### src/rtl/solver_dispatch_if.sv
// Host word stream, solver load/control bus and result stream of the solver dispatcher.
interface solver_dispatch_if #(
    parameter int LIMB_INDEX_BITS = 6,
    parameter int DATA_BITS       = 32,
    parameter int TAG_BITS        = 8
) ();
    // Host word stream
    logic                       in_valid;
    logic                       in_ready;
    logic [DATA_BITS-1:0]       in_data;
    // Solver load / control
    logic                       wr_real_en;
    logic                       wr_imag_en;
    logic [LIMB_INDEX_BITS-1:0] wr_ind;
    logic [DATA_BITS-1:0]       limb_data;
    logic                       wr_num_limbs_en;
    logic [LIMB_INDEX_BITS-1:0] num_limbs_data;
    logic                       wr_iter_lim_en;
    logic [15:0]                iter_lim_data;
    logic                       start;
    logic                       out_ready;
    logic [15:0]                iteration_count;
    // Result stream
    logic                       res_valid;
    logic                       res_ready;
    logic [TAG_BITS-1:0]        res_tag;
    logic [15:0]                res_count;
    logic                       res_escaped;
    logic                       res_err;
    logic                       busy;

    // Dispatcher side
    modport master (
        input  in_valid, in_data, out_ready, iteration_count, res_ready,
        output in_ready, wr_real_en, wr_imag_en, wr_ind, limb_data, wr_num_limbs_en,
               num_limbs_data, wr_iter_lim_en, iter_lim_data, start, res_valid, res_tag,
               res_count, res_escaped, res_err, busy
    );

    // Host / solver / consumer side
    modport slave (
        output in_valid, in_data, out_ready, iteration_count, res_ready,
        input  in_ready, wr_real_en, wr_imag_en, wr_ind, limb_data, wr_num_limbs_en,
               num_limbs_data, wr_iter_lim_en, iter_lim_data, start, res_valid, res_tag,
               res_count, res_escaped, res_err, busy
    );
endinterface

### src/rtl/solver_dispatch.sv
// Feeds pixel jobs (header, real limbs, imag limbs) into the solver, starts it, waits for
// completion and returns the tagged iteration count through a one-entry result register.
module solver_dispatch #(
    parameter int LIMB_INDEX_BITS = 6,
    parameter int DATA_BITS       = 32,
    parameter int TAG_BITS        = 8
) (
    input logic                clock,
    input logic                reset_n,
    solver_dispatch_if.master  bus
);

    typedef enum logic [2:0] {
        S_HDR, S_RE, S_IM, S_START, S_WLOW, S_WDONE, S_ERR
    } state_t;

    state_t                     r_state;
    logic [LIMB_INDEX_BITS-1:0] r_cnt;
    logic [TAG_BITS-1:0]        r_tag;

    logic                       r_wr_real_en;
    logic                       r_wr_imag_en;
    logic [LIMB_INDEX_BITS-1:0] r_wr_ind;
    logic [DATA_BITS-1:0]       r_limb_data;
    logic                       r_wr_num_limbs_en;
    logic [LIMB_INDEX_BITS-1:0] r_num_limbs_data;
    logic                       r_wr_iter_lim_en;
    logic [15:0]                r_iter_lim_data;
    logic                       r_start;
    logic                       r_res_valid;
    logic [TAG_BITS-1:0]        r_res_tag;
    logic [15:0]                r_res_count;
    logic                       r_res_escaped;
    logic                       r_res_err;

    logic                       w_in_ready;
    logic                       w_hs;
    logic                       w_last;
    logic [LIMB_INDEX_BITS-1:0] w_hdr_num_limbs;

    // Host words are only taken while loading a job
    assign w_in_ready      = (r_state == S_HDR) || (r_state == S_RE) || (r_state == S_IM);
    assign w_hs            = bus.in_valid && w_in_ready;
    assign w_hdr_num_limbs = bus.in_data[16 +: LIMB_INDEX_BITS];
    // num_limbs_data keeps the job's limb count after its load pulse
    assign w_last          = (r_cnt == r_num_limbs_data - LIMB_INDEX_BITS'(1));

    // Job sequencer with registered solver-side and result outputs
    always_ff @(posedge clock or negedge reset_n) begin
        if (!reset_n) begin
            r_state           <= S_HDR;
            r_cnt             <= '0;
            r_tag             <= '0;
            r_wr_real_en      <= 1'b0;
            r_wr_imag_en      <= 1'b0;
            r_wr_ind          <= '0;
            r_limb_data       <= '0;
            r_wr_num_limbs_en <= 1'b0;
            r_num_limbs_data  <= '0;
            r_wr_iter_lim_en  <= 1'b0;
            r_iter_lim_data   <= '0;
            r_start           <= 1'b0;
            r_res_valid       <= 1'b0;
            r_res_tag         <= '0;
            r_res_count       <= '0;
            r_res_escaped     <= 1'b0;
            r_res_err         <= 1'b0;
        end else begin
            r_wr_real_en      <= 1'b0;
            r_wr_imag_en      <= 1'b0;
            r_wr_num_limbs_en <= 1'b0;
            r_wr_iter_lim_en  <= 1'b0;
            r_start           <= 1'b0;

            // Consumer clear; a capture below in the same cycle overrides it
            if (r_res_valid && bus.res_ready) begin
                r_res_valid <= 1'b0;
            end

            case (r_state)
                S_HDR: begin
                    if (w_hs) begin
                        r_tag <= bus.in_data[DATA_BITS-1 -: TAG_BITS];
                        if (w_hdr_num_limbs == '0) begin
                            r_state <= S_ERR;
                        end else begin
                            r_wr_num_limbs_en <= 1'b1;
                            r_wr_iter_lim_en  <= 1'b1;
                            r_num_limbs_data  <= w_hdr_num_limbs;
                            r_iter_lim_data   <= bus.in_data[15:0];
                            r_cnt             <= '0;
                            r_state           <= S_RE;
                        end
                    end
                end
                S_RE, S_IM: begin
                    if (w_hs) begin
                        r_wr_real_en <= (r_state == S_RE);
                        r_wr_imag_en <= (r_state == S_IM);
                        r_wr_ind     <= r_cnt;
                        r_limb_data  <= bus.in_data;
                        if (w_last) begin
                            r_cnt   <= '0;
                            r_state <= (r_state == S_RE) ? S_IM : S_START;
                        end else begin
                            r_cnt <= r_cnt + LIMB_INDEX_BITS'(1);
                        end
                    end
                end
                S_START: begin
                    r_start <= 1'b1;
                    r_state <= S_WLOW;
                end
                S_WLOW: begin
                    // A high out_ready here may be left over from the previous job
                    if (!bus.out_ready) begin
                        r_state <= S_WDONE;
                    end
                end
                S_WDONE: begin
                    if (bus.out_ready && !r_res_valid) begin
                        r_res_valid   <= 1'b1;
                        r_res_tag     <= r_tag;
                        r_res_count   <= bus.iteration_count;
                        r_res_escaped <= (bus.iteration_count != 16'hFFFF);
                        r_res_err     <= 1'b0;
                        r_state       <= S_HDR;
                    end
                end
                S_ERR: begin
                    if (!r_res_valid) begin
                        r_res_valid   <= 1'b1;
                        r_res_tag     <= r_tag;
                        r_res_count   <= '0;
                        r_res_escaped <= 1'b0;
                        r_res_err     <= 1'b1;
                        r_state       <= S_HDR;
                    end
                end
                default: r_state <= S_HDR;
            endcase
        end
    end

    assign bus.in_ready        = w_in_ready;
    assign bus.wr_real_en      = r_wr_real_en;
    assign bus.wr_imag_en      = r_wr_imag_en;
    assign bus.wr_ind          = r_wr_ind;
    assign bus.limb_data       = r_limb_data;
    assign bus.wr_num_limbs_en = r_wr_num_limbs_en;
    assign bus.num_limbs_data  = r_num_limbs_data;
    assign bus.wr_iter_lim_en  = r_wr_iter_lim_en;
    assign bus.iter_lim_data   = r_iter_lim_data;
    assign bus.start           = r_start;
    assign bus.res_valid       = r_res_valid;
    assign bus.res_tag         = r_res_tag;
    assign bus.res_count       = r_res_count;
    assign bus.res_escaped     = r_res_escaped;
    assign bus.res_err         = r_res_err;
    assign bus.busy            = (r_state != S_HDR);

endmodule

### src/flat_wrapper.sv
// flat-port wrapper written by rule: the top's interface ports become plain ports
module solver_dispatch_flat 
#(
    parameter int LIMB_INDEX_BITS = 6,
    parameter int DATA_BITS       = 32,
    parameter int TAG_BITS        = 8
)
  (clock, reset_n, bus_in_valid, bus_in_data, bus_out_ready, bus_iteration_count, bus_res_ready, bus_in_ready, bus_wr_real_en, bus_wr_imag_en, bus_wr_ind, bus_limb_data, bus_wr_num_limbs_en, bus_num_limbs_data, bus_wr_iter_lim_en, bus_iter_lim_data, bus_start, bus_res_valid, bus_res_tag, bus_res_count, bus_res_escaped, bus_res_err, bus_busy);
  solver_dispatch_if #(.LIMB_INDEX_BITS(LIMB_INDEX_BITS), .DATA_BITS(DATA_BITS), .TAG_BITS(TAG_BITS)) bus_i ();
  input logic clock;
  input logic reset_n;
  input wire logic [$bits(bus_i.in_valid)-1:0] bus_in_valid;
  input wire logic [$bits(bus_i.in_data)-1:0] bus_in_data;
  input wire logic [$bits(bus_i.out_ready)-1:0] bus_out_ready;
  input wire logic [$bits(bus_i.iteration_count)-1:0] bus_iteration_count;
  input wire logic [$bits(bus_i.res_ready)-1:0] bus_res_ready;
  output wire logic [$bits(bus_i.in_ready)-1:0] bus_in_ready;
  output wire logic [$bits(bus_i.wr_real_en)-1:0] bus_wr_real_en;
  output wire logic [$bits(bus_i.wr_imag_en)-1:0] bus_wr_imag_en;
  output wire logic [$bits(bus_i.wr_ind)-1:0] bus_wr_ind;
  output wire logic [$bits(bus_i.limb_data)-1:0] bus_limb_data;
  output wire logic [$bits(bus_i.wr_num_limbs_en)-1:0] bus_wr_num_limbs_en;
  output wire logic [$bits(bus_i.num_limbs_data)-1:0] bus_num_limbs_data;
  output wire logic [$bits(bus_i.wr_iter_lim_en)-1:0] bus_wr_iter_lim_en;
  output wire logic [$bits(bus_i.iter_lim_data)-1:0] bus_iter_lim_data;
  output wire logic [$bits(bus_i.start)-1:0] bus_start;
  output wire logic [$bits(bus_i.res_valid)-1:0] bus_res_valid;
  output wire logic [$bits(bus_i.res_tag)-1:0] bus_res_tag;
  output wire logic [$bits(bus_i.res_count)-1:0] bus_res_count;
  output wire logic [$bits(bus_i.res_escaped)-1:0] bus_res_escaped;
  output wire logic [$bits(bus_i.res_err)-1:0] bus_res_err;
  output wire logic [$bits(bus_i.busy)-1:0] bus_busy;
  assign bus_i.in_valid = bus_in_valid;
  assign bus_i.in_data = bus_in_data;
  assign bus_i.out_ready = bus_out_ready;
  assign bus_i.iteration_count = bus_iteration_count;
  assign bus_i.res_ready = bus_res_ready;
  assign bus_in_ready = bus_i.in_ready;
  assign bus_wr_real_en = bus_i.wr_real_en;
  assign bus_wr_imag_en = bus_i.wr_imag_en;
  assign bus_wr_ind = bus_i.wr_ind;
  assign bus_limb_data = bus_i.limb_data;
  assign bus_wr_num_limbs_en = bus_i.wr_num_limbs_en;
  assign bus_num_limbs_data = bus_i.num_limbs_data;
  assign bus_wr_iter_lim_en = bus_i.wr_iter_lim_en;
  assign bus_iter_lim_data = bus_i.iter_lim_data;
  assign bus_start = bus_i.start;
  assign bus_res_valid = bus_i.res_valid;
  assign bus_res_tag = bus_i.res_tag;
  assign bus_res_count = bus_i.res_count;
  assign bus_res_escaped = bus_i.res_escaped;
  assign bus_res_err = bus_i.res_err;
  assign bus_busy = bus_i.busy;
  solver_dispatch #(.LIMB_INDEX_BITS(LIMB_INDEX_BITS), .DATA_BITS(DATA_BITS), .TAG_BITS(TAG_BITS)) u_core (.clock(clock), .reset_n(reset_n), .bus(bus_i));
endmodule
### config.mk
export PLATFORM = sky130hd
export DESIGN_NAME = solver_dispatch_flat
export DESIGN_NICKNAME = d
export VERILOG_FILES = /design/src/rtl/solver_dispatch_if.sv /design/src/rtl/solver_dispatch.sv /design/src/flat_wrapper.sv
export SDC_FILE = /design/constraint.sdc
export NUM_CORES = 1
export LEC_CHECK = 0
export ABC_AREA = 1
export BUFFER_PORTS_ARGS = -buffer_cell sky130_fd_sc_hd__buf_4
export CELL_PAD_IN_SITES_DETAIL_PLACEMENT = 1
export CELL_PAD_IN_SITES_GLOBAL_PLACEMENT = 1
export CORE_MARGIN = 5
export CORE_UTILIZATION = 41
export CTS_CLUSTER_DIAMETER = 120
export DETAILED_ROUTE_END_ITERATION = 10
export PLACE_DENSITY_LB_ADDON = 0.1
export SETUP_SLACK_MARGIN = 0.1
export SLEW_MARGIN = 10
export SYNTH_ARGS = -nofsm -noshare
export SYNTH_HDL_FRONTEND = slang
export SYNTH_SLANG_ARGS = --single-unit
### constraint.sdc
create_clock -name clock -period 4.22 [get_ports clock]
set_input_delay 1.266 -clock clock [delete_from_list [all_inputs] [get_ports clock]]
set_output_delay 1.266 -clock clock [all_outputs]
set_load 0.01 [all_outputs]
### Word level (Yosys, flattened, before mapping)

Cells that the tools add are included.
W data, S select, Z words.

| word-level totals | value |
|---|---|
| memories | 0 |
| input port bits | 53 |
| memory bits (writable) | 0 |
| register bits after elaboration | 108 |
| bits in latches | 0 |
| logic and storage cells | 90 |
| output and inout bits | 94 |
| memory bits (read-only) | 0 |

| cells by class | value |
|---|---|
| equal/unequal tests | 15 |
| reductions and logical operators | 18 |
| div/mod/pow operators | 0 |
| $mul | 0 |
| bitwise gates (word level) | 1 |
| add/subtract/negate cells | 2 |
| $lt $le $gt $ge | 0 |
| shift-type cells | 0 |
| mux-type cells | 38 |

Operator list:

| kind | number |
|---|---|
| $mux W16 | 2 |
| $pmux W16 S2 | 1 |
| $mux W6 | 4 |
| $mux W3 | 7 |
| $pmux W3 S6 | 1 |
| $mux W1 | 16 |
| $mux W8 | 2 |
| $ne A16 B16 Y1 const B | 1 |
| $pmux W8 S2 | 1 |
| $pmux W6 S2 | 1 |
| $eq A3 B3 Y1 const B | 3 |
| $ne A2 B1 Y1 const B | 4 |
| $add A6 B1 Y6 const B | 1 |
| $eq A3 B2 Y1 const B | 2 |
| $eq A6 B6 Y1 | 1 |
| $logic_not A6 Y1 | 1 |
| $ne A2 B2 Y1 const B | 3 |
| $pmux W1 S2 | 3 |
| $reduce_and A3 Y1 | 2 |
| $reduce_and A6 Y1 | 1 |
| $sub A6 B1 Y6 const B | 1 |
| $reduce_and A2 Y1 | 2 |
| $reduce_and A4 Y1 | 1 |
| $reduce_bool A2 Y1 | 2 |
| other kinds (8) | 11 |

### Logic depth before layout (Yosys ltp)

Gate-level depths: netlist of run 1.

| depth | value |
|---|---|
| word-level depth | 6 |
| mapped depth | 14 |
| mapped depth without buffers | 14 |

### Worst setup path after synthesis of run 1

OpenSTA, ideal clock, no wires.

| timing path | value |
|---|---|
| kind | input -> register |
| start | in bus_in_data[18] |
| end | reg u_core.r_cnt[5] |
| setup slack | 2063 ps |
| library setup time | 131 ps |
| data arrival time | 2026 ps |
| data required time | 4089 ps |
| cell stages on the path | 11 |
| path buffers | 1 |
| cells stage by stage | inv_1 > nand2_1 > nor2_1 > nand3_1 > nor2_1 > nor2_1 > buf_4 > nand2_1 > nand2_1 > nand2_1 > a21oi_1 |

| on the way | value |
|---|---|
| longest elaborated chain between the ends | 3 |

Ends and longest elaborated chain:

| element | line | source |
|---|---|---|
| start: declaration | flat_wrapper.sv:13 | `input wire logic [$bits(bus_i.in_data)-1:0] bus_in_data;` |
| $logic_not A6 Y1 | solver_dispatch.sv:84 | `if (w_hdr_num_limbs == '0) begin` |
| $ne A2 B2 Y1 (no line) | - |  |
| $reduce_and A4 Y1 (no line) | - |  |
| end signal: assignment | solver_dispatch.sv:106 | `r_cnt <= r_cnt + LIMB_INDEX_BITS'(1);` |
| end: declaration | solver_dispatch.sv:18 | `logic [LIMB_INDEX_BITS-1:0] r_cnt;` |

No other way between the ends.
A chain may end at the register's enable or synchronous reset.

### Worst setup path in the final report of run 1

| timing path | value |
|---|---|
| start | in bus_in_data[18] |
| end | reg u_core.r_iter_lim_data[3] (netlist: u_core.bus.iter_lim_data[3]) |

| on the way | value |
|---|---|
| longest elaborated chain between the ends | 3 |

Ends and longest elaborated chain:

| element | line | source |
|---|---|---|
| $logic_not A6 Y1 | solver_dispatch.sv:84 |  |
| $not A1 Y1 (no line) | - |  |
| $reduce_and A3 Y1 (no line) | - |  |
| end signal: assignment | solver_dispatch.sv:90 | `r_iter_lim_data <= bus.in_data[15:0];` |
| end: declaration | solver_dispatch.sv:28 | `logic [15:0] r_iter_lim_data;` |

No other way between the ends.

==> results of run 1 <==
## logic make-up after synthesis
kind of cell | Yosys count | share of synthesized area (%)
AND/OR/NAND/NOR | 194 | 17.7
flip-flops | 108 | 57.7
AO/OA/AOI/OAI | 95 | 11.4
adder cells (fa/ha/maj) | 2 | 0.534
buffers and inverters | 91 | 8.92
multiplexers | 10 | 3.21
XOR/XNOR | 3 | 0.561
## sequential cells by signal (all words and copies together) (netlist names), 6 cells and up
signal                     cells
u_core.bus.limb_data          32
u_core.bus.iter_lim_data      16
u_core.bus.res_count          16
u_core.bus.res_tag             8
u_core.r_tag                   8
u_core.bus.num_limbs_data      6
u_core.bus.wr_ind              6
u_core.r_cnt                   6
## synthesized netlist by cell type (3+ instances only)
cell       n
a21oi_1    5
nand3_2    3
dfrtp_1  108
nand2_2    4
o21ai_1   49
nand3_1   18
buf_6      5
nor2_2     3
nand4_1    3
o21ai_0   27
inv_2      6
mux2_4    10
buf_2      6
buf_4      5
nor2_1    16
o21ai_2   11
nor4_1     3
nand2_1  138
inv_1     66
## report_power, final
| group | switching (mW) | total (mW) | internal [mW] |
|---|---|---|---|
| registers | 0.306 | 1.79 | 1.48 |
| clock network | 0.392 | 0.814 | 0.422 |
| logic | 1.19 | 2.17 | 0.988 |
| total | 1.88 | 4.78 | 2.89 |
## per-layer routing
layer	vias to the layer above	global-route usage, %	part of all wire (%)
li1	1872	-	-
met2	90	33.6	52
met5	-	0	0
met4	0	6.50	1.1
met3	12	3.03	5.3
met1	1891	24.9	41
## stage by stage
step	power, mW	utilization [%]	cells	hold WS (ns)	area [sq um]
2_1_floorplan	3.05	-	503	0.483	4680
3_3_place_gp	3.91	51.8	777	0.466	5860
3_5_place_dp	4.02	51.8	777	0.472	5860
4_1_cts	4.85	54.3	793	0.491	6150
5_1_grt	5.15	54.3	793	0.518	6150
6_report	4.78	54.3	793	0.489	6150
## layout make-up
| class | count | area (sq um) | share of cell area, % |
|---|---|---|---|
| inverter | 73 | 274 | 4.46 |
| tap | 143 | 179 | 2.91 |
| timing repair buffer | 149 | 1140 | 18.6 |
| clock buffer | 10 | 239 | 3.89 |
| clock inverter | 6 | 47.5 | 0.773 |
| multi-input combinational | 304 | 1560 | 25.4 |
| sequential | 108 | 2700 | 43.9 |
## cells in the final DEF, fill, tap and decap left out, types with 2 or more instances in the layout
cell / count
buf_4: 147
nand2_1: 138
dfrtp_1: 108
inv_1: 66
o21ai_1: 49
o21ai_0: 27
nand3_1: 18
nor2_1: 16
o21ai_2: 11
mux2_4: 10
clkbuf_16: 9
inv_2: 6
a21oi_1: 5
nand2_2: 4
nor2_2: 3
nand3_2: 3
nand4_1: 3
nor4_1: 3
nor3_1: 2
xnor2_1: 2
ha_1: 2
inv_6: 2
clkinv_4: 2
buf_12: 2
## worst max-delay path, stage by stage
cell     delay (ns)
buf_4          0.08
inv_1          0.05
nand2_1        0.07
nor2_1         0.05
nand3_1        0.12
nand2_1        0.11
nor2_2         0.46
inv_2          0.39
nand2_1        0.16
o21ai_1        0.08
## worst min path at each step
| stage | start | end | slack (ns) |
|---|---|---|---|
| after CTS | u_core.bus.limb_data[11] | u_core.bus.limb_data[11] | 0.49 |
| after detailed placement | u_core.bus.limb_data[11] | u_core.bus.limb_data[11] | 0.47 |
| after global placement | u_core.bus.res_escaped | u_core.bus.res_escaped | 0.47 |
| final | u_core.bus.limb_data[11] | u_core.bus.limb_data[11] | 0.49 |
| after floorplan | u_core.r_tag[7] | u_core.bus.res_tag[7] | 0.48 |
| after global routing | u_core.bus.limb_data[15] | u_core.bus.limb_data[15] | 0.52 |
==> results.json, run 1 <==
{
  "required_ns": 4.44,
  "ff2ff_setup_slack_ns": 2.07,
  "p_leak_nw": 3.26,
  "peakVddDrop_uv": 353,
  "globalRouteTotalUtil_pct": 19.4,
  "fillers": 1319,
  "grt_max_degree": 67,
  "num_rows": 39,
  "vias_per_cell": 4.87,
  "rr_worst_depth": 8,
  "synth_nets": 558,
  "yosysSeqAreaShare_pct": 57.7,
  "synth_area_leader_cell": "dfrtp_1",
  "powerDensity_nw_per_um2": 777,
  "cts_buffers": 9,
  "fmax_mhz": 381,
  "cts_resized": 0,
  "wire_per_inst_microns": 16.2,
  "critPathCaptureType": "flip-flop",
  "antenna_found_initial": 0,
  "cp.arrival_ns": 2.84,
  "die_x_microns": 117,
  "grt_pass1_vias": 4163,
  "clk_latency_ns": 0.34,
  "yosysWarnings": 0,
  "initial_utilization_pct": 41.4,
  "start_kind": "primary input",
  "cts_tree": "built",
  "ant_nets": 0,
  "coreArea_sq_um": 11300,
  "tns_ns": 0,
  "synth-async-reset-ratio_pct": 100,
  "grt_setup_unrepaired": "false",
  "r2r-start": "u_core.r_state[1]",
  "status": "completed",
  "io_pins": 147,
  "port_buffers": 146,
  "crit_path_max_fanout": 32,
  "dr.pass1.iters": 4,
  "antenna_cells": 0,
  "nets": 700,
  "numClockSinks": 108,
  "syn_area_sq_um": 4680,
  "cts.path.max_buffers": 2,
  "post-dp-hpwl_microns": 9840,
  "drt_iter0_markers": 137,
  "setup.worst_path.end": "u_core.bus.iter_lim_data[3]",
  "synth_cell_types": 33,
  "cts_hold_buf": 0,
  "tightest_slew_ns": 0.921,
  "gp_congestion": 0.811,
  "post_cts_buffers": 0,
  "grt_pass1_wl_microns": 20900,
  "cts_root_buf": "clkbuf_16",
  "synthCells": 503,
  "hold_depth": 2,
  "hp-class": "flip-flop to flip-flop",
  "grt.overflow.total": 0,
  "finalHoldViolCount": 0,
  "r2r_end": "u_core.bus.iter_lim_data[3]",
  "fin_crit_sh_pct": 62.2,
  "slew_headroom_pct": 38.4,
  "skew_ns": 0.00678,
  "drt-total-wl_microns": 12900,
  "drc": 0,
  "syn_to_final_growth_pct": 31.3,
  "fin_crit_ns": 2.62,
  "path_clk_slew_ns": 0.07,
  "maxCapViolCount": 0,
  "ys.flop_type": "dfrtp_1",
  "die_area_sq_um": 13700,
  "htreeDepth": 3,
  "synth_top_area_share_pct": 57.7,
  "crit_type": "primary input to flip-flop",
  "via_count": 3865,
  "drive_gt1_share_pct": 31.8,
  "setup_viol": 0,
  "dp_slack_ns": 1.23,
  "slew_viol_final": 0,
  "synth_seq_cells": 108,
  "synthTopCellsByArea": "dfrtp_1, nand2_1, inv_1",
  "synth.avg_cell_area_sq_um": 9.31,
  "synth_edf_count": 0,
  "die-height_microns": 117,
  "fin_ws_ns": 1.60,
  "crit_path_start": "bus_in_data[18]"
}
(Power assumes the default switching activity.)
==> run 2: changes to the inputs <==
--- a/config.mk
+++ b/config.mk
@@ -5,12 +5,12 @@
 export SDC_FILE = /design/constraint.sdc
 export NUM_CORES = 1
 export LEC_CHECK = 0
-export ABC_AREA = 1
+export ABC_AREA = 0
 export BUFFER_PORTS_ARGS = -buffer_cell sky130_fd_sc_hd__buf_4
 export CELL_PAD_IN_SITES_DETAIL_PLACEMENT = 1
 export CELL_PAD_IN_SITES_GLOBAL_PLACEMENT = 1
 export CORE_MARGIN = 5
-export CORE_UTILIZATION = 41
+export CORE_UTILIZATION = 40
 export CTS_CLUSTER_DIAMETER = 120
 export DETAILED_ROUTE_END_ITERATION = 10
 export PLACE_DENSITY_LB_ADDON = 0.1
==> constraint.sdc (replaced) <==
create_clock -name clock -period 2.55 [get_ports clock]
set_input_delay 0.765 -clock clock [delete_from_list [all_inputs] [get_ports clock]]
set_output_delay 0.765 -clock clock [all_outputs]
set_load 0.01 [all_outputs]
==> results.json, run 2 <==
{
  "status": "completed",
  "port_buffers": 146,
  "post_cts_buffers": 0,
  "drc": 0,
  "yosysSeqAreaShare_pct": 58.2,
  "largest_reg_flops": 32,
  "ys_top_cells_by_count": "dfrtp_1, mux2_2, mux2_4",
  "numClockSinks": 108,
  "use_met1_pct": 20.0,
  "yosysMostFrequentCell": "dfrtp_1",
  "busiest_layer": "met2",
  "synth_cell_types": 53,
  "crit_path_max_fanout": 18,
  "p_sw_mw": 2.50,
  "p_comb_share_pct": 41.1,
  "fmax_mhz": 441,
  "r2r_end": "u_core.r_state[0]",
  "maxCapViolCount": 0,
  "hp-class": "primary input to asynchronous set/reset pin",
  "path_clk_slew_ns": 0.07,
  "drt_iter0_markers": 87,
  "powerDensity_nw_per_um2": 1230,
  "cts.path.max_buffers": 2,
  "die_x_microns": 118,
  "start_kind": "flip-flop",
  "skew_ns": 0.00538,
  "finalPower_mw": 7.60,
  "initial_utilization_pct": 40.6,
  "grtUsageMet3_pct": 6.25,
  "switching_share_pct": 32.9,
  "grt_pass1_wl_microns": 19300,
  "fillers": 1187,
  "post-dp-hpwl_microns": 8580,
  "stdcell_count": 625,
  "yosysWarnings": 0,
  "synth_nets": 391,
  "cp_slowest_stage_delay_ns": 0.58,
  "wire_per_inst_microns": 18.8,
  "grt.overflow.total": 0,
  "fin_crit_ns": 2.27,
  "finalHoldViolCount": 0,
  "num_rows": 39,
  "nets": 533,
  "layout_common_cells": "buf_4, dfrtp_1, mux2_2",
  "synth_top_area_share_pct": 58.2,
  "drive_gt1_share_pct": 48.5,
  "globalRouteTotalUtil_pct": 17.2,
  "syn_area_sq_um": 4640,
  "multiInputGateArea_sq_um": 1780,
  "ff2ff_setup_slack_ns": 0.44,
  "cts_tree": "built",
  "synthCells": 336,
  "setup_viol": 0,
  "htreeDepth": 3,
  "cts_hold_buf": 0,
  "p_leak_nw": 2.98,
  "cp_top_family": "flip-flops",
  "numPlacedInstances": 610,
  "synth-async-reset-ratio_pct": 100,
  "rr_worst_depth": 7,
  "cp.arrival_ns": 1.50,
  "crit_chain": "or3_1, buf_4",
  "drt-total-wl_microns": 11700,
  "via_count": 3265,
  "grt_max_degree": 46,
  "crit_type": "flip-flop to primary output",
  "peakVddDrop_uv": 560,
  "critPathBufInv": 1,
  "cts_buffers": 9,
  "final_area_sq_um": 6190,
  "antenna_found_initial": 0,
  "gp_congestion": 0.712,
  "coreArea_sq_um": 11400,
  "layout.cells.most_common": "buf_4",
  "syn_to_final_growth_pct": 33.3,
  "dp_slack_ns": 0.309,
  "antenna_cells": 0,
  "fin_crit_sh_pct": 88.8,
  "grt_pass1_vias": 3644,
  "r2r-start": "u_core.bus.num_limbs_data[0]",
  "critPathCaptureType": "primary output",
  "ff_latch_area_sq_um": 2700,
  "slew_viol_final": 0,
  "tns_ns": 0,
  "grt_setup_unrepaired": "false",
  "synthTopCellsByArea": "dfrtp_1, mux2_2, mux2_4",
  "io_pins": 147,
  "synth.avg_cell_area_sq_um": 13.8,
  "synth_area_leader_cell": "dfrtp_1",
  "slew_headroom_pct": 58.9,
  "pwr-share-seq_pct": 38.1,
  "tightest_slew_ns": 0.617,
  "vias_per_cell": 5.22,
  "ys.flop_type": "dfrtp_1",
  "dpl_cell_area_sq_um": 5850,
  "crit_path_top_delay_cell": "dfrtp_1",
  "clk_latency_ns": 0.34,
  "cts_resized": 0,
  "ant_nets": 0,
  "use_met2_pct": 29.0,
  "intPower_mw": 5.10,
  "cts_root_buf": "clkbuf_16",
  "fin_ws_ns": 0.284,
  "synth_seq_cells": 108,
  "die-height_microns": 118,
  "required_ns": 1.79,
  "die_area_sq_um": 13900,
  "clock_power_share_pct": 20.8,
  "synth_edf_count": 0,
  "dr.pass1.iters": 4
}
-- run 2: stage by stage --
step                      hold slack [ns]  utilization [%]
after floorplan                     0.469                -
after global placement              0.471             51.2
after detailed placement            0.480             51.2
after CTS                           0.374             54.2
after global routing                0.392             54.2
final                               0.361             54.2
-- run 2: metal layers --
metal	wire, microns	vias to the layer above
met5	0	-
met4	200	0
met3	925	13
met2	5850	89
met1	4740	1671
li1	-	1492
-- run 2: power groups by stage --
stage | combinational (mW) | sequential [mW] | clock (mW)
floorplan | 1.66 | 3.03 | 0
global placement | 3.09 | 2.89 | 0
detailed placement | 3.17 | 2.93 | 0
CTS | 3.19 | 2.91 | 1.63
global route | 3.39 | 3.00 | 1.71
finish | 3.12 | 2.90 | 1.58
-- run 2: layout make-up --
cell class / instances / share of cell area (%)
inverters: 9 / 0.546
repair buffers: 150 / 18.6
clock inverters: 5 / 1.78
flip-flops and latches: 108 / 43.7
multi-input cells: 200 / 28.8
well taps: 143 / 2.89
clock buffers: 10 / 3.70
-- run 2: cell families after synthesis --
family / count (synthesis) / share of synthesized area [%]
buffers and inverters: 28 / 3.56
XOR/XNOR: 6 / 1.13
AO/OA/AOI/OAI: 51 / 7.85
flip-flops: 108 / 58.2
adder cells (fa/ha/maj): 2 / 0.539
AND/OR/NAND/NOR: 68 / 8.98
multiplexers: 73 / 19.7
-- run 2: how the worst max path moves through the flow --
stage,from,endpoint,slack (ns),cells past startpoint
global placement,bus_in_data[19],u_core.r_cnt[5],0.32,6
detailed placement,bus_in_data[19],u_core.r_cnt[3],0.31,6
CTS,u_core.r_state[0],bus_busy,0.27,2
finish,u_core.r_state[0],bus_busy,0.28,2
floorplan,bus_in_data[19],u_core.bus.iter_lim_data[10],0.55,6
global route,u_core.r_state[0],bus_in_ready,0.21,3
==> run 3: changes to the inputs <==
--- a/config.mk
+++ b/config.mk
@@ -5,12 +5,12 @@
 export SDC_FILE = /design/constraint.sdc
 export NUM_CORES = 1
 export LEC_CHECK = 0
-export ABC_AREA = 0
+export ABC_AREA = 1
 export BUFFER_PORTS_ARGS = -buffer_cell sky130_fd_sc_hd__buf_4
 export CELL_PAD_IN_SITES_DETAIL_PLACEMENT = 1
 export CELL_PAD_IN_SITES_GLOBAL_PLACEMENT = 1
-export CORE_MARGIN = 5
-export CORE_UTILIZATION = 40
+export CORE_MARGIN = 2
+export CORE_UTILIZATION = 38
 export CTS_CLUSTER_DIAMETER = 120
 export DETAILED_ROUTE_END_ITERATION = 10
 export PLACE_DENSITY_LB_ADDON = 0.1
==> results.json, run 3 (same netlist as run 1, synthesis figures left out) <==
{
  "status": "completed",
  "grt_pass1_wl_microns": 20500,
  "die_x_microns": 115,
  "layout.cells.most_common": "buf_4",
  "nets": 703,
  "grt_setup_unrepaired": "false",
  "path_clk_slew_ns": 0.07,
  "fmax_mhz": 482,
  "post-dp-hpwl_microns": 9530,
  "pwr-share-seq_pct": 37.1,
  "stdcell_count": 800,
  "slew_viol_final": 0,
  "required_ns": 2.79,
  "peakVddDrop_uv": 531,
  "clock_power_share_pct": 16.8,
  "finalHoldViolCount": 0,
  "maxCapViolCount": 0,
  "start_kind": "flip-flop",
  "numClockSinks": 108,
  "antenna_cells": 0,
  "post-route-util_pct": 51.5,
  "p_sw_mw": 3.13,
  "fin_crit_ns": 2.08,
  "skew_ns": 0.00546,
  "grt.overflow.total": 0,
  "coreArea_sq_um": 12000,
  "crit_path_max_fanout": 9,
  "cts_root_buf": "clkbuf_16",
  "dpl_cell_area_sq_um": 5920,
  "wire_per_inst_microns": 15.7,
  "numPlacedInstances": 784,
  "holdWs_ns": 0.399,
  "port_buffers": 146,
  "cts_hold_buf": 0,
  "ff2ff_setup_slack_ns": 0.47,
  "p_leak_nw": 3.28,
  "cp.arrival_ns": 2.32,
  "drt_iter0_markers": 151,
  "multiInputGateArea_sq_um": 1560,
  "grt_max_degree": 42,
  "syn_to_final_growth_pct": 32.2,
  "p_comb_share_pct": 46.1,
  "critPathBufInv": 1,
  "fillers": 1404,
  "die-height_microns": 115,
  "fin_ws_ns": 0.474,
  "slew_headroom_pct": 60.6,
  "worst-path-stages": 13,
  "ant_nets": 0,
  "dp_slack_ns": 0.234,
  "r2r-start": "u_core.bus.num_limbs_data[0]",
  "cp_slowest_stage_delay_ns": 0.43,
  "powerDensity_nw_per_um2": 1280,
  "switching_share_pct": 39.5,
  "layout_common_cells": "buf_4, nand2_1, dfrtp_1",
  "grt_pass1_vias": 4019,
  "largest_reg_flops": 32,
  "path_common_cell": "nand2_1",
  "r2r_end": "u_core.r_state[1]",
  "io_pins": 147,
  "cts.path.max_buffers": 2,
  "intPower_mw": 4.80,
  "num_rows": 40,
  "via_count": 3888,
  "vias_per_cell": 4.86,
  "hp-class": "primary input to asynchronous set/reset pin",
  "finalPower_mw": 7.93,
  "cts_resized": 0,
  "cp_top_family": "simple AND/OR/NAND/NOR gates",
  "antenna_found_initial": 0,
  "cts_tree": "built",
  "tns_ns": 0,
  "dr.pass1.iters": 4,
  "fin_crit_sh_pct": 81.4,
  "ff_latch_area_sq_um": 2700,
  "tightest_slew_ns": 0.589,
  "rr_worst_depth": 13,
  "drive_gt1_share_pct": 32.0,
  "drc": 0,
  "crit_chain": "inv_1, ha_1, nand2_1, nor2_1, nand2_1, nand2_1, nand2_1, nor2_1, nand2_1, nand2_1, nand2_1, nand2_1, nand2_1",
  "crit_type": "flip-flop to flip-flop",
  "die_area_sq_um": 13200,
  "cts_buffers": 9,
  "setup_viol": 0,
  "post_cts_buffers": 0,
  "htreeDepth": 3,
  "clk_latency_ns": 0.35,
  "drt-total-wl_microns": 12600,
  "globalRouteTotalUtil_pct": 19.9,
  "final_area_sq_um": 6190,
  "gp_congestion": 0.830,
  "crit_path_top_delay_cell": "dfrtp_1",
  "initial_utilization_pct": 39.0,
  "critPathCaptureType": "flip-flop"
}
## run 3: cell types whose count changed in the layout (fill, tap and decap cells not counted), moves of 13 or more
| cell | change |
|---|---|
| nand3_1 | +13 |
| mux2_2 | -34 |
| inv_1 | +57 |
| nand2_1 | +124 |
| o21ai_1 | +40 |
| mux2_1 | -13 |
| o21ai_0 | +23 |
| a22o_1 | -17 |
| mux2_4 | -15 |
## run 3: power by group through the flow
stage               combinational (mW)  clock, mW  sequential, mW
floorplan                         1.86          0            3.18
global placement                  3.60          0            2.94
detailed placement                3.72          0            2.97
CTS                               3.74       1.37            2.95
global route                      4.07       1.43            3.04
finish                            3.66       1.33            2.94
## run 3: routing by layer
layer	wire [microns]	track usage [%]	vias up
li1	-	-	1883
met2	6200	33.5	86
met4	272	7.79	0
met5	0	0	-
met1	5580	25.8	1903
met3	516	3.06	16
## run 3: worst reg2reg max path: cells and delay by family (launching register included)
| kind | cells | cell delay (ns) |
|---|---|---|
| and+or+nand+nor | 11 | 1.13 |
| buffers and inverters | 1 | 0.18 |
| DFF | 1 | 0.43 |
| adders and majority gates | 1 | 0.24 |
## run 3: cell type report
class                   count  area share [%]
clock buffers              10            3.70
inverters                  73            4.43
well taps                 147            2.97
flip-flops and latches    108            43.7
repair buffers            152            19.2
multi-input cells         304            25.3
clock inverters             6           0.748
## run 3: how the worst max path moves through the flow
stage	startpoint	endpoint	slack [ns]
2_1_floorplan	u_core.bus.num_limbs_data[0]	u_core.r_state[1]	0.85
3_3_place_gp	bus_in_data[18]	u_core.bus.iter_lim_data[0]	0.36
3_5_place_dp	bus_in_data[18]	u_core.bus.iter_lim_data[14]	0.23
4_1_cts	u_core.r_state[1]	bus_busy	0.45
5_1_grt	u_core.bus.num_limbs_data[0]	u_core.r_state[1]	0.23
6_report	u_core.bus.num_limbs_data[0]	u_core.r_state[1]	0.47
